$ cat config.mk
export PLATFORM = sky130hd
export DESIGN_NAME = seg_scan_display
export DESIGN_NICKNAME = d
export VERILOG_FILES = /design/src/rtl/seg_scan_display.sv
export SDC_FILE = /design/constraint.sdc
export NUM_CORES = 1
export LEC_CHECK = 0
export ABC_AREA = 0
export CAP_MARGIN = 20
export CELL_PAD_IN_SITES_DETAIL_PLACEMENT = 0
export CELL_PAD_IN_SITES_GLOBAL_PLACEMENT = 1
export CORE_ASPECT_RATIO = 1.4
export CORE_MARGIN = 2
export CORE_UTILIZATION = 29
export CTS_CLUSTER_SIZE = 12
export DETAILED_ROUTE_END_ITERATION = 6
export PLACE_DENSITY = 0.74
export SKIP_CTS_REPAIR_TIMING = 1
export SLEW_MARGIN = 20
export SYNTH_ARGS = -nofsm -noshare
export SYNTH_HDL_FRONTEND = slang
export SYNTH_SLANG_ARGS = --single-unit
$ cat constraint.sdc
create_clock -name clock -period 2.2 [get_ports clock]
set_clock_uncertainty 0.15 [all_clocks]
set_input_delay 0.44 -clock clock [delete_from_list [all_inputs] [get_ports clock]]
set_output_delay 0.44 -clock clock [all_outputs]
set_load 0.05 [all_outputs]
$ cat src/rtl/seg_scan_display.sv
// seg_scan_display: multiplexed hex display driver with a selectable data
// channel.
//
// One of CHANNELS packed data words is captured into a snapshot register.
// The snapshot is scanned out one hex digit at a time, at REFRESH_DIV clocks
// per digit.
//
// Ports:
//   clock     : rising-edge clock
//   reset_n   : asynchronous active-low reset
//   ch_data   : CHANNELS packed words; channel k = [k*DATA_W +: DATA_W]
//   step      : level input; each rising edge advances sel_index
//   hold      : 1 = freeze the snapshot (a new step still captures once)
//   lz_blank  : 1 = blank leading-zero digits (digit 0 is always shown)
//   seg       : active-high segments, seg[0]=a .. seg[6]=g
//   dp        : decimal point, lit on digit 0 while hold=1
//   digit_en  : one-hot active-high digit enable
//   sel_index : currently selected channel
module seg_scan_display #(
  parameter  int DIGITS      = 4,
  parameter  int CHANNELS    = 8,
  parameter  int REFRESH_DIV = 50000,
  localparam int DATA_W      = 4 * DIGITS,
  localparam int SEL_W       = $clog2(CHANNELS)
) (
  input  logic                       clock,
  input  logic                       reset_n,
  input  logic [CHANNELS*DATA_W-1:0] ch_data,
  input  logic                       step,
  input  logic                       hold,
  input  logic                       lz_blank,
  output logic [6:0]                 seg,
  output logic                       dp,
  output logic [DIGITS-1:0]          digit_en,
  output logic [SEL_W-1:0]           sel_index
);

  localparam int SCAN_W = (DIGITS > 1) ? $clog2(DIGITS) : 1;
  localparam int PRE_W  = $clog2(REFRESH_DIV);

  localparam logic [SEL_W-1:0]  SEL_LAST  = SEL_W'(CHANNELS - 1);
  localparam logic [SCAN_W-1:0] SCAN_LAST = SCAN_W'(DIGITS - 1);
  localparam logic [PRE_W-1:0]  PRE_LAST  = PRE_W'(REFRESH_DIV - 1);

  function automatic logic [6:0] hex7(input logic [3:0] v);
    logic [6:0] s;
    case (v)
      4'h0: s = 7'h3F;
      4'h1: s = 7'h06;
      4'h2: s = 7'h5B;
      4'h3: s = 7'h4F;
      4'h4: s = 7'h66;
      4'h5: s = 7'h6D;
      4'h6: s = 7'h7D;
      4'h7: s = 7'h07;
      4'h8: s = 7'h7F;
      4'h9: s = 7'h6F;
      4'hA: s = 7'h77;
      4'hB: s = 7'h7C;
      4'hC: s = 7'h39;
      4'hD: s = 7'h5E;
      4'hE: s = 7'h79;
      default: s = 7'h71;
    endcase
    return s;
  endfunction

  logic              step_q;
  logic              rise;
  logic [SEL_W-1:0]  sel_q, sel_d;
  logic              load_pend_q, load_pend_d;
  logic [DATA_W-1:0] snap_q, snap_d;
  logic [PRE_W-1:0]  pre_q, pre_d;
  logic [SCAN_W-1:0] scan_q, scan_d;
  logic [6:0]        seg_q, seg_d;
  logic              dp_q, dp_d;
  logic [DIGITS-1:0] digit_en_q, digit_en_d;

  logic [3:0]        nibble;
  logic [DIGITS-1:0] upper_zero;
  logic              zero_acc;
  logic              blank;

  always_comb begin
    rise = step & ~step_q;

    sel_d = sel_q;
    if (rise) begin
      sel_d = (sel_q == SEL_LAST) ? '0 : sel_q + SEL_W'(1);
    end

    // load_pending lets a step capture the new channel once while holding;
    // the capture uses the already-advanced sel_q on the following edge.
    load_pend_d = rise;

    snap_d = snap_q;
    if (!hold || load_pend_q) begin
      snap_d = ch_data[int'(sel_q)*DATA_W +: DATA_W];
    end

    pre_d  = pre_q;
    scan_d = scan_q;
    if (pre_q == PRE_LAST) begin
      pre_d  = '0;
      scan_d = (scan_q == SCAN_LAST) ? '0 : scan_q + SCAN_W'(1);
    end else begin
      pre_d = pre_q + PRE_W'(1);
    end

    // upper_zero[k] = nibbles k..DIGITS-1 of the snapshot are all zero.
    zero_acc   = 1'b1;
    upper_zero = '0;
    for (int unsigned i = 0; i < DIGITS; i++) begin
      zero_acc = zero_acc & (snap_q[(DIGITS-1-i)*4 +: 4] == 4'h0);
      upper_zero[DIGITS-1-i] = zero_acc;
    end

    nibble = snap_q[int'(scan_q)*4 +: 4];
    blank  = lz_blank && (scan_q != '0) && upper_zero[scan_q];

    seg_d = blank ? '0 : hex7(nibble);

    digit_en_d         = '0;
    digit_en_d[scan_q] = 1'b1;

    dp_d = (scan_q == '0) && hold;
  end

  always_ff @(posedge clock or negedge reset_n) begin
    if (!reset_n) begin
      step_q      <= 1'b0;
      sel_q       <= '0;
      load_pend_q <= 1'b0;
      snap_q      <= '0;
      pre_q       <= '0;
      scan_q      <= '0;
      seg_q       <= '0;
      dp_q        <= 1'b0;
      digit_en_q  <= '0;
    end else begin
      step_q      <= step;
      sel_q       <= sel_d;
      load_pend_q <= load_pend_d;
      snap_q      <= snap_d;
      pre_q       <= pre_d;
      scan_q      <= scan_d;
      seg_q       <= seg_d;
      dp_q        <= dp_d;
      digit_en_q  <= digit_en_d;
    end
  end

  assign seg       = seg_q;
  assign dp        = dp_q;
  assign digit_en  = digit_en_q;
  assign sel_index = sel_q;

endmodule

=== Word-level counts from Yosys, hierarchy flattened ===
Memories as Yosys holds them, arrays and structs flattened.
Index checks and enable logic that the tools add are counted.
W data, S select, Z words.

* Register bits after elaboration: 51
* ROM bits: 112
* Bits of input ports: 133
* Output and inout bits: 15
* Word-level logic and storage cells: 45
* Memories: 1

{| class="wikitable"
|+ Memory list
! name !! depth !! bits a word !! read ports !! clocked after memory_dff !! write ports !! line !! source
|-
| (no name shown) || 16 || 7 || 1 || 0 || 0 || 47 || <nowiki>case (v)</nowiki>
|}

* Add/subtract/negate cells: 3
* Order comparisons: 2
* Equal/unequal tests: 3
* Shifts and indexed selects: 2
* Muxes and demuxes: 8
* Bitwise gates (word level): 5
* Reductions and logical operators: 12

{| class="wikitable"
|+ Operators with widths
! operator !! number
|-
| $shiftx A128 B8 Y16 || 1
|-
| $add A16 B1 Y16 const B || 1
|-
| $eq A16 B16 Y1 const B || 1
|-
| $logic_not A4 Y1 || 4
|-
| $mux W16 || 1
|-
| $shiftx A16 B5 Y4 || 1
|-
| $mux W7 || 1
|-
| $and A1 B1 Y1 || 4
|-
| $logic_and A1 B1 Y1 || 4
|-
| $add A3 B1 Y3 const B || 1
|-
| $eq A3 B3 Y1 const B || 1
|-
| $lt A2 B3 Y1 const B || 1
|-
| $mux W3 || 1
|-
| $add A2 B1 Y2 const B || 1
|-
| $bmux W1 S2 || 1
|-
| $demux W1 S2 || 1
|-
| $eq A2 B2 Y1 const B || 1
|-
| $ge A2 B1 Y1 const B || 1
|-
| $logic_not A2 Y1 || 1
|-
| $mux W1 || 2
|-
| $mux W2 || 1
|-
| $reduce_bool A2 Y1 || 1
|-
| $logic_not A1 Y1 || 1
|-
| $logic_or A1 B1 Y1 || 1
|-
| $not A1 Y1 || 1
|}

=== Depth between registers and ports, before layout ===
Gate-level depths: netlist (run 1).

* Depth after elaboration: 8
* Depth in mapped cells: 7
* Depth with buffers taken out: 6

=== Least setup slack after synthesis (run 1) ===
No wires, ideal clock.

* Path kind: flip-flop to flip-flop
* From: register sel_q[0] (netlist: sel_index[0])
* To: register snap_q[11]
* Library setup time: 132 ps
* Arrival time: 1935 ps
* Data required time: 1918 ps
* Setup slack: -17 ps
* Cell stages (with the launch flop): 6
* Buffers on the path: 2
* Period minus slack after synthesis: 2217 ps
* Cells stage by stage: dfrtp_1 > buf_2 > buf_2 > mux4_2 > mux2i_1 > o21ai_1

* Longest elaborated chain between the ends: 1

{| class="wikitable"
|+ RTL lines
! element !! line !! source
|-
| start: declaration || 70 || <nowiki>logic [SEL_W-1:0] sel_q, sel_d;</nowiki>
|-
| start signal: assignment || 142 || <nowiki>sel_q <= sel_d;</nowiki>
|-
| $shiftx A128 B8 Y16 || 98 || <nowiki>snap_d = ch_data[int'(sel_q)*DATA_W +: DATA_W];</nowiki>
|-
| end signal: assignment || 144 || <nowiki>snap_q <= snap_d;</nowiki>
|-
| end: declaration || 72 || <nowiki>logic [DATA_W-1:0] snap_q, snap_d;</nowiki>
|}

No other way between the ends.
A chain may end at the register's enable or synchronous reset.

=== Worst setup path in the final report (run 1) ===
* From: register scan_q[0]
* To: register seg_q[5] (netlist: seg[5])

* Longest elaborated chain between the ends: 4
* Elaborated cells between the ends (all ways): 8
* Classes of those cells: 1 x shift; 3 x mux; 3 x reduce/logical; 1 x memory

{| class="wikitable"
|+ RTL lines
! element !! line !! source
|-
| start: declaration || 74 || <nowiki>logic [SCAN_W-1:0] scan_q, scan_d;</nowiki>
|-
| start signal: assignment || 146 || <nowiki>scan_q <= scan_d;</nowiki>
|-
| parallel branches: the longest is 3 deep, another holds $mem_v2 Z16 W7 || - ||
|-
| $mux W7 (*) || 121 || <nowiki>seg_d = blank ? '0 : hex7(nibble);</nowiki>
|-
| net seg_d[5] || 75 || <nowiki>logic [6:0] seg_q, seg_d;</nowiki>
|-
| end signal: assignment || 147 || <nowiki>seg_q <= seg_d;</nowiki>
|-
| end: declaration || 75 ||
|}

Mark *: on every way through the listed nets, which the timed path passes. The select of a mux whose other input is x is not followed.

==> results of run 1 <==
## cell type report
| cell class | count | share of cell area, % |
|---|---|---|
| clock buffers | 6 | 2.63 |
| clock inverters | 2 | 0.664 |
| well taps | 144 | 3.42 |
| inverters | 10 | 0.712 |
| flip-flops and latches | 51 | 24.2 |
| multi-input cells | 197 | 37.5 |
| repair buffers | 160 | 30.9 |
## metal layers
layer | up-vias | wire length [microns]
li1 | 1331 | -
met1 | 1327 | 3230
met2 | 121 | 4880
met3 | 8 | 717
met4 | 0 | 129
met5 | - | 0
## power by group through the flow
stage          clock [mW]  sequential (mW)  combinational [mW]
2_1_floorplan           0             1.65                1.81
3_5_place_dp            0             1.44                2.99
5_1_grt             0.960             1.45                3.20
6_report            0.895             1.41                2.95
4_1_cts             0.923             1.43                3.00
3_3_place_gp            0             1.43                2.97
## metrics by stage
step,std cells,hold slack (ps)
after global routing,570,0.331
after floorplan,275,-5.59
after detailed placement,562,293
final,570,-43.6
after global placement,562,283
after CTS,570,-18.5
## critical path: cells and delay by family (launching register included)
| family | cells | cell delay [ps] |
|---|---|---|
| multiplexers | 1 | 580 |
| flip-flops | 1 | 400 |
| AO/OA/AOI/OAI | 2 | 360 |
| adder cells (fa/ha/maj) | 1 | 210 |
| buffers and inverters | 1 | 170 |
| AND/OR/NAND/NOR | 1 | 70 |
## state kept, by name (all words and copies together), names as in the netlist
register	cells
load_pend_q	1
scan_q	2
step_q	1
sel_index	3
digit_en	4
snap_q	16
seg	7
dp	1
pre_q	16
## cells in the mapped netlist, types with 8 or more instances
cell type  number
dfrtp_1        51
mux4_2         35
nand2_1        20
mux2i_1        18
nor2_1         16
ha_1           13
o21ai_1        13
xnor2_1        12
o21ai_0        11
inv_1          10
clkbuf_1        8
nand3_1         8
## worst min path at each step
| stage | to | depth (start not counted) | from | slack [ps] |
|---|---|---|---|---|
| 3_5_place_dp | pre_q[7]$_DFF_PN0_ | 1 | reset_n | 290 |
| 2_1_floorplan | digit_en[0]$_DFF_PN0_ | 0 | reset_n | -6 |
| 6_report | pre_q[10]$_DFF_PN0_ | 1 | reset_n | -40 |
| 4_1_cts | pre_q[6]$_DFF_PN0_ | 1 | reset_n | -20 |
| 3_3_place_gp | pre_q[10]$_DFF_PN0_ | 1 | reset_n | 280 |
| 5_1_grt | pre_q[10]$_DFF_PN0_ | 1 | reset_n | 0.3 |
## logic make-up (layout without fill, tap and decap cells)
| kind of cell | count (synthesis) | after routing | synth area share [%] |
|---|---|---|---|
| adder cells (fa/ha/maj) | 13 | 13 | 4.81 |
| AND/OR/NAND/NOR | 77 | 77 | 12.3 |
| multiplexers | 58 | 58 | 31.2 |
| AO/OA/AOI/OAI | 32 | 32 | 5.70 |
| flip-flops | 51 | 51 | 37.8 |
| XOR/XNOR | 17 | 17 | 4.41 |
| buffers and inverters | 27 | 178 | 3.78 |
==> out/results.ini, run 1 <==
[power_and_ir_drop]
p_int_mw = 3.36
p_switching_mw = 1.90
cellLeakagePower_nw = 2.09
p_clk_share_pct = 17.0
combPwrFrac_pct = 56.1
power.total_mw = 5.26
pwr-share-seq_pct = 26.9
sw_frac_of_total_pct = 36.2
peakVddDrop_mv = 0.490
p_per_area_nw_per_um2 = 996

[worst_setup_path]
slowest_stage = mux4_1
required_ps = 2240
criticalPathCategory = reg2reg
max_stage_delay_ps = 580
r2r-end = seg[5]$_DFF_PN0_
critPathLaunch = scan_q[0]$_DFFE_PN0N_
crit_chain = mux4_1 > buf_4 > ha_1 > nand2_2 > o21ai_1 > a221oi_2
setup.worst_path.end = seg[5]$_DFF_PN0_
reg2regPathDepth = 6
r2r_start = scan_q[0]$_DFFE_PN0N_
critical_path.startpoint_type = flip-flop
arrival_ps = 2080
cp-end-kind = flip-flop
cp_max_fo = 4
r2r_slack_ps = 160

[yosys]
async_reset_ff_share_pct = 100
synth-edff-count = 0
synth_fp_nets = 421
ys_ff_latch = 51
netlist_area_sq_um = 3380
seq_area_frac_synth_pct = 37.8
synth_warnings = 0
postSynthAreaPerCell_sq_um = 12.3
synth_top_area_cell = dfrtp_1
synth_top_area_share_pct = 37.8
syn_inst = 275
ys.flop_type = dfrtp_1
synthTopCellsByArea = dfrtp_1 38%, mux4_2 23%, mux2i_1 5.3%, ha_1 4.8%, xnor2_1 3.1%
synth_cell_types = 37

[status]
status = finished, violations left
violations = hold timing

[sta]
hold_viol_final = 19
hold-worst-slack_ps = -43.6
period_minus_slack_ps = 2040
tightest_slew_ps = 507
timing.final.crit_share_pct = 92.9
fmax_ghz = 0.489
layout_setup_ws_ps = 156
rsz0062_at_grt = no
finalSetupTns_ps = 0
setup_viol = 0
relSlewSlack_pct = 66.1
slew_violations = 0

[cts]
cts_buffer_depth = 2
path_clk_slew_ps = 70
cts_tree = done
worstSkewPairLatency_ps = 290
cts_buffers = 5
root_buffer = clkbuf_16
htreeDepth = 2
cts.sink_count = 51

[global_route]
grt_max_degree = 36
grt_pass1_vias = 3099
met2_usage_pct = 28.1
use_met1_pct = 16.1
grt_pass1_wl_microns = 14700
grt_overflow = 0
grt-busiest-layer = met2
antenna_found_initial = 0
track_usage_pct = 14.9
grtUsageMet3_pct = 4.07

[final_layout]
multi_input_comb_area_sq_um = 1980
final_cell_area_sq_um = 5280
layout-drive-gt1-share_pct = 17.6
regArea_sq_um = 1280
final_common_cell = clkdlybuf4s50_1
mostFrequentLayoutCells = 142 x clkdlybuf4s50_1, 50 x dfrtp_1, 35 x mux4_2
diodes = 0
syn2layout_area_growth_pct = 56.1
utilization_pct = 46.5
fillers = 1050
nets = 571

[hold_path]
hp-class = in2async

[die]
die_w_microns = 95.2
coreArea_sq_um = 11300
die_area_sq_um = 12500
io_pins = 148
rows = 46
die_y_microns = 132
initial_utilization_pct = 29.8

[placed_design]
portBuffers = 147
placed_area_sq_um = 5100
gp_congestion = 0.830
post-dp-hpwl_microns = 7500
place_ws_ps = 184

[drt]
vias_per_cell = 4.89
routed_wl_microns = 8950
post_drt_wl_per_cell_microns = 15.7
drtIter0Drc = 72
vias = 2787
dr.pass1.iters = 4
ant_nets = 0
drcViolationCount = 0

[run]
drv_cap = 0

No activity file was read; power rests on OpenSTA's default activity.
==> run 2, diff against run 1 <==
- CELL_PAD_IN_SITES_DETAIL_PLACEMENT: 0 -> default
- CELL_PAD_IN_SITES_GLOBAL_PLACEMENT: 1 -> default
- CORE_UTILIZATION: 29 -> 39
- PLACE_DENSITY: 0.74 -> 0.75
==> run 2 against run 1 <==
Net effect:
- the flow still finishes with violations (hold timing)
- worst hold slack improved by 2.2 ps
- largest power group unchanged
- setup slack got worse by 50 ps
- final area decreased by 1.3%
==> out/results.ini, run 2 (synthesis results as in run 1) <==
[power_and_ir_drop]
peakVddDrop_mv = 0.796  ; +62%
power.total_mw = 5.15  ; -2.1%
cellLeakagePower_nw = 2.07  ; -1.1%
p_per_area_nw_per_um2 = 989  ; -0.78%

[status]
violations = hold timing
status = finished, violations left

[die]
initial_utilization_pct = 39.7  ; +9.9 points
die_y_microns = 114  ; -13%
rows = 40  ; -13%
die_w_microns = 82.7  ; -13%
die_area_sq_um = 9430  ; -25%
io_pins = 148  ; unchanged
coreArea_sq_um = 8510  ; -25%

[cts]
root_buffer = clkbuf_16
cts_buffers = 5  ; unchanged
htreeDepth = 2  ; unchanged
cts_buffer_depth = 2  ; unchanged
cts.sink_count = 51  ; unchanged
cts_tree = done
worstSkewPairLatency_ps = 290  ; about the same
path_clk_slew_ps = 70  ; about the same

[final_layout]
utilization_pct = 61.2  ; +15 points
final_common_cell = clkdlybuf4s50_1
nets = 569  ; -0.35%
mostFrequentLayoutCells = 143 x clkdlybuf4s50_1, 50 x dfrtp_1, 35 x mux4_2
final_cell_area_sq_um = 5200  ; -1.3%
syn2layout_area_growth_pct = 54.1
layout-drive-gt1-share_pct = 17.0  ; -0.62 points

[worst_setup_path]
arrival_ps = 2140  ; +60 ps
critPathTopFamily = multiplexers
reg2regPathDepth = 6  ; unchanged
required_ps = 2240  ; about the same
crit_cells = 6  ; unchanged
max_stage_delay_ps = 560  ; -20 ps
r2r_start = snap_q[0]$_DFFE_PN0P_
crit_chain = mux4_1 > buf_4 > ha_1 > nand2_2 > o21ai_1 > a221oi_2
cp-end-kind = flip-flop
critPathLaunch = snap_q[0]$_DFFE_PN0P_
criticalPathCategory = reg2reg
slowest_stage = mux4_1
cp_max_fo = 4  ; unchanged
critical_path.startpoint_type = flip-flop
r2r_slack_ps = 110  ; -50 ps
crit_buf_inv = 1  ; unchanged
setup.worst_path.end = seg[5]$_DFF_PN0_
r2r-end = seg[5]$_DFF_PN0_

[global_route]
track_usage_pct = 20.3  ; +5.4 points
grt_max_degree = 36  ; unchanged
grt_pass1_wl_microns = 14600  ; -0.99%
antenna_found_initial = 1  ; +1
grt_pass1_vias = 2950  ; -4.8%
grt_overflow = 0  ; unchanged

[drt]
vias = 2816  ; +1.0%
dr.pass1.iters = 4  ; unchanged
drcViolationCount = 0  ; unchanged
post_drt_wl_per_cell_microns = 17.4  ; +10%
drtIter0Drc = 97  ; +35%
routed_wl_microns = 9200  ; +2.7%
vias_per_cell = 5.31  ; +8.7%
ant_nets = 0  ; unchanged

[placed_design]
portBuffers = 147  ; unchanged
gp_congestion = 0.884  ; +6.5%
post-dp-hpwl_microns = 7720  ; +3.0%
placed_area_sq_um = 5050  ; -0.96%

[sta]
period_minus_slack_ps = 2090  ; +49.6 ps
slew_violations = 0  ; unchanged
fmax_ghz = 0.478  ; -2.4%
rsz0062_at_grt = no
hold_viol_final = 20  ; +1
hold-worst-slack_ps = -41.4  ; +2.20 ps
relSlewSlack_pct = 66.9  ; +0.79 points
setup_viol = 0  ; unchanged
tightest_slew_ps = 495  ; -11.8 ps
finalSetupTns_ps = 0  ; unchanged
timing.final.crit_share_pct = 95.2  ; +2.3 points

[hold_path]
hp-class = in2async

[run]
drv_cap = 0  ; unchanged

## run 2: final cells by class
type | count | area (sq um)
diodes | 1 | 2.50
multi-input cells | 197 | 1980
fillers | 703 | 3300
well taps | 105 | 131
clock buffers | 5 | 125
flip-flops and latches | 51 | 1280
clock inverters | 3 | 25.0
repair buffers | 158 | 1630
inverters | 10 | 37.5
## run 2: report_power, final
part / switching (mW) / total [mW] / leakage, nW / internal (mW)
registers: 0.242 / 1.42 / 0.626 / 1.18
logic: 1.33 / 2.96 / 1.37 / 1.62
clock network: 0.338 / 0.763 / 0.0700 / 0.425
## run 2: per-stage QoR
step / cells / worst slack [ps]
finish: 530 / 107
global route: 529 / 31.9
CTS: 529 / 115
detailed placement: 521 / 142
global placement: 521 / 228
floorplan: 275 / 67.2
## run 2: worst min-delay path by stage
| stage | startpoint | endpoint | depth (start not counted) |
|---|---|---|---|
| 2_1_floorplan | reset_n | digit_en[0]$_DFF_PN0_ | 0 |
| 4_1_cts | reset_n | pre_q[8]$_DFF_PN0_ | 1 |
| 6_report | reset_n | pre_q[8]$_DFF_PN0_ | 1 |
| 5_1_grt | reset_n | pre_q[8]$_DFF_PN0_ | 1 |
| 3_3_place_gp | reset_n | pre_q[8]$_DFF_PN0_ | 1 |
| 3_5_place_dp | reset_n | pre_q[8]$_DFF_PN0_ | 1 |
## run 2: metal layers
layer	routed length [microns]	vias up	part of all wire, %	track usage [%]
li1	-	1331	-	-
met1	3350	1351	36	24.0
met2	5000	124	54	36.7
met3	677	10	7.4	4.42
met4	172	0	1.9	4.92
met5	0	-	0	0
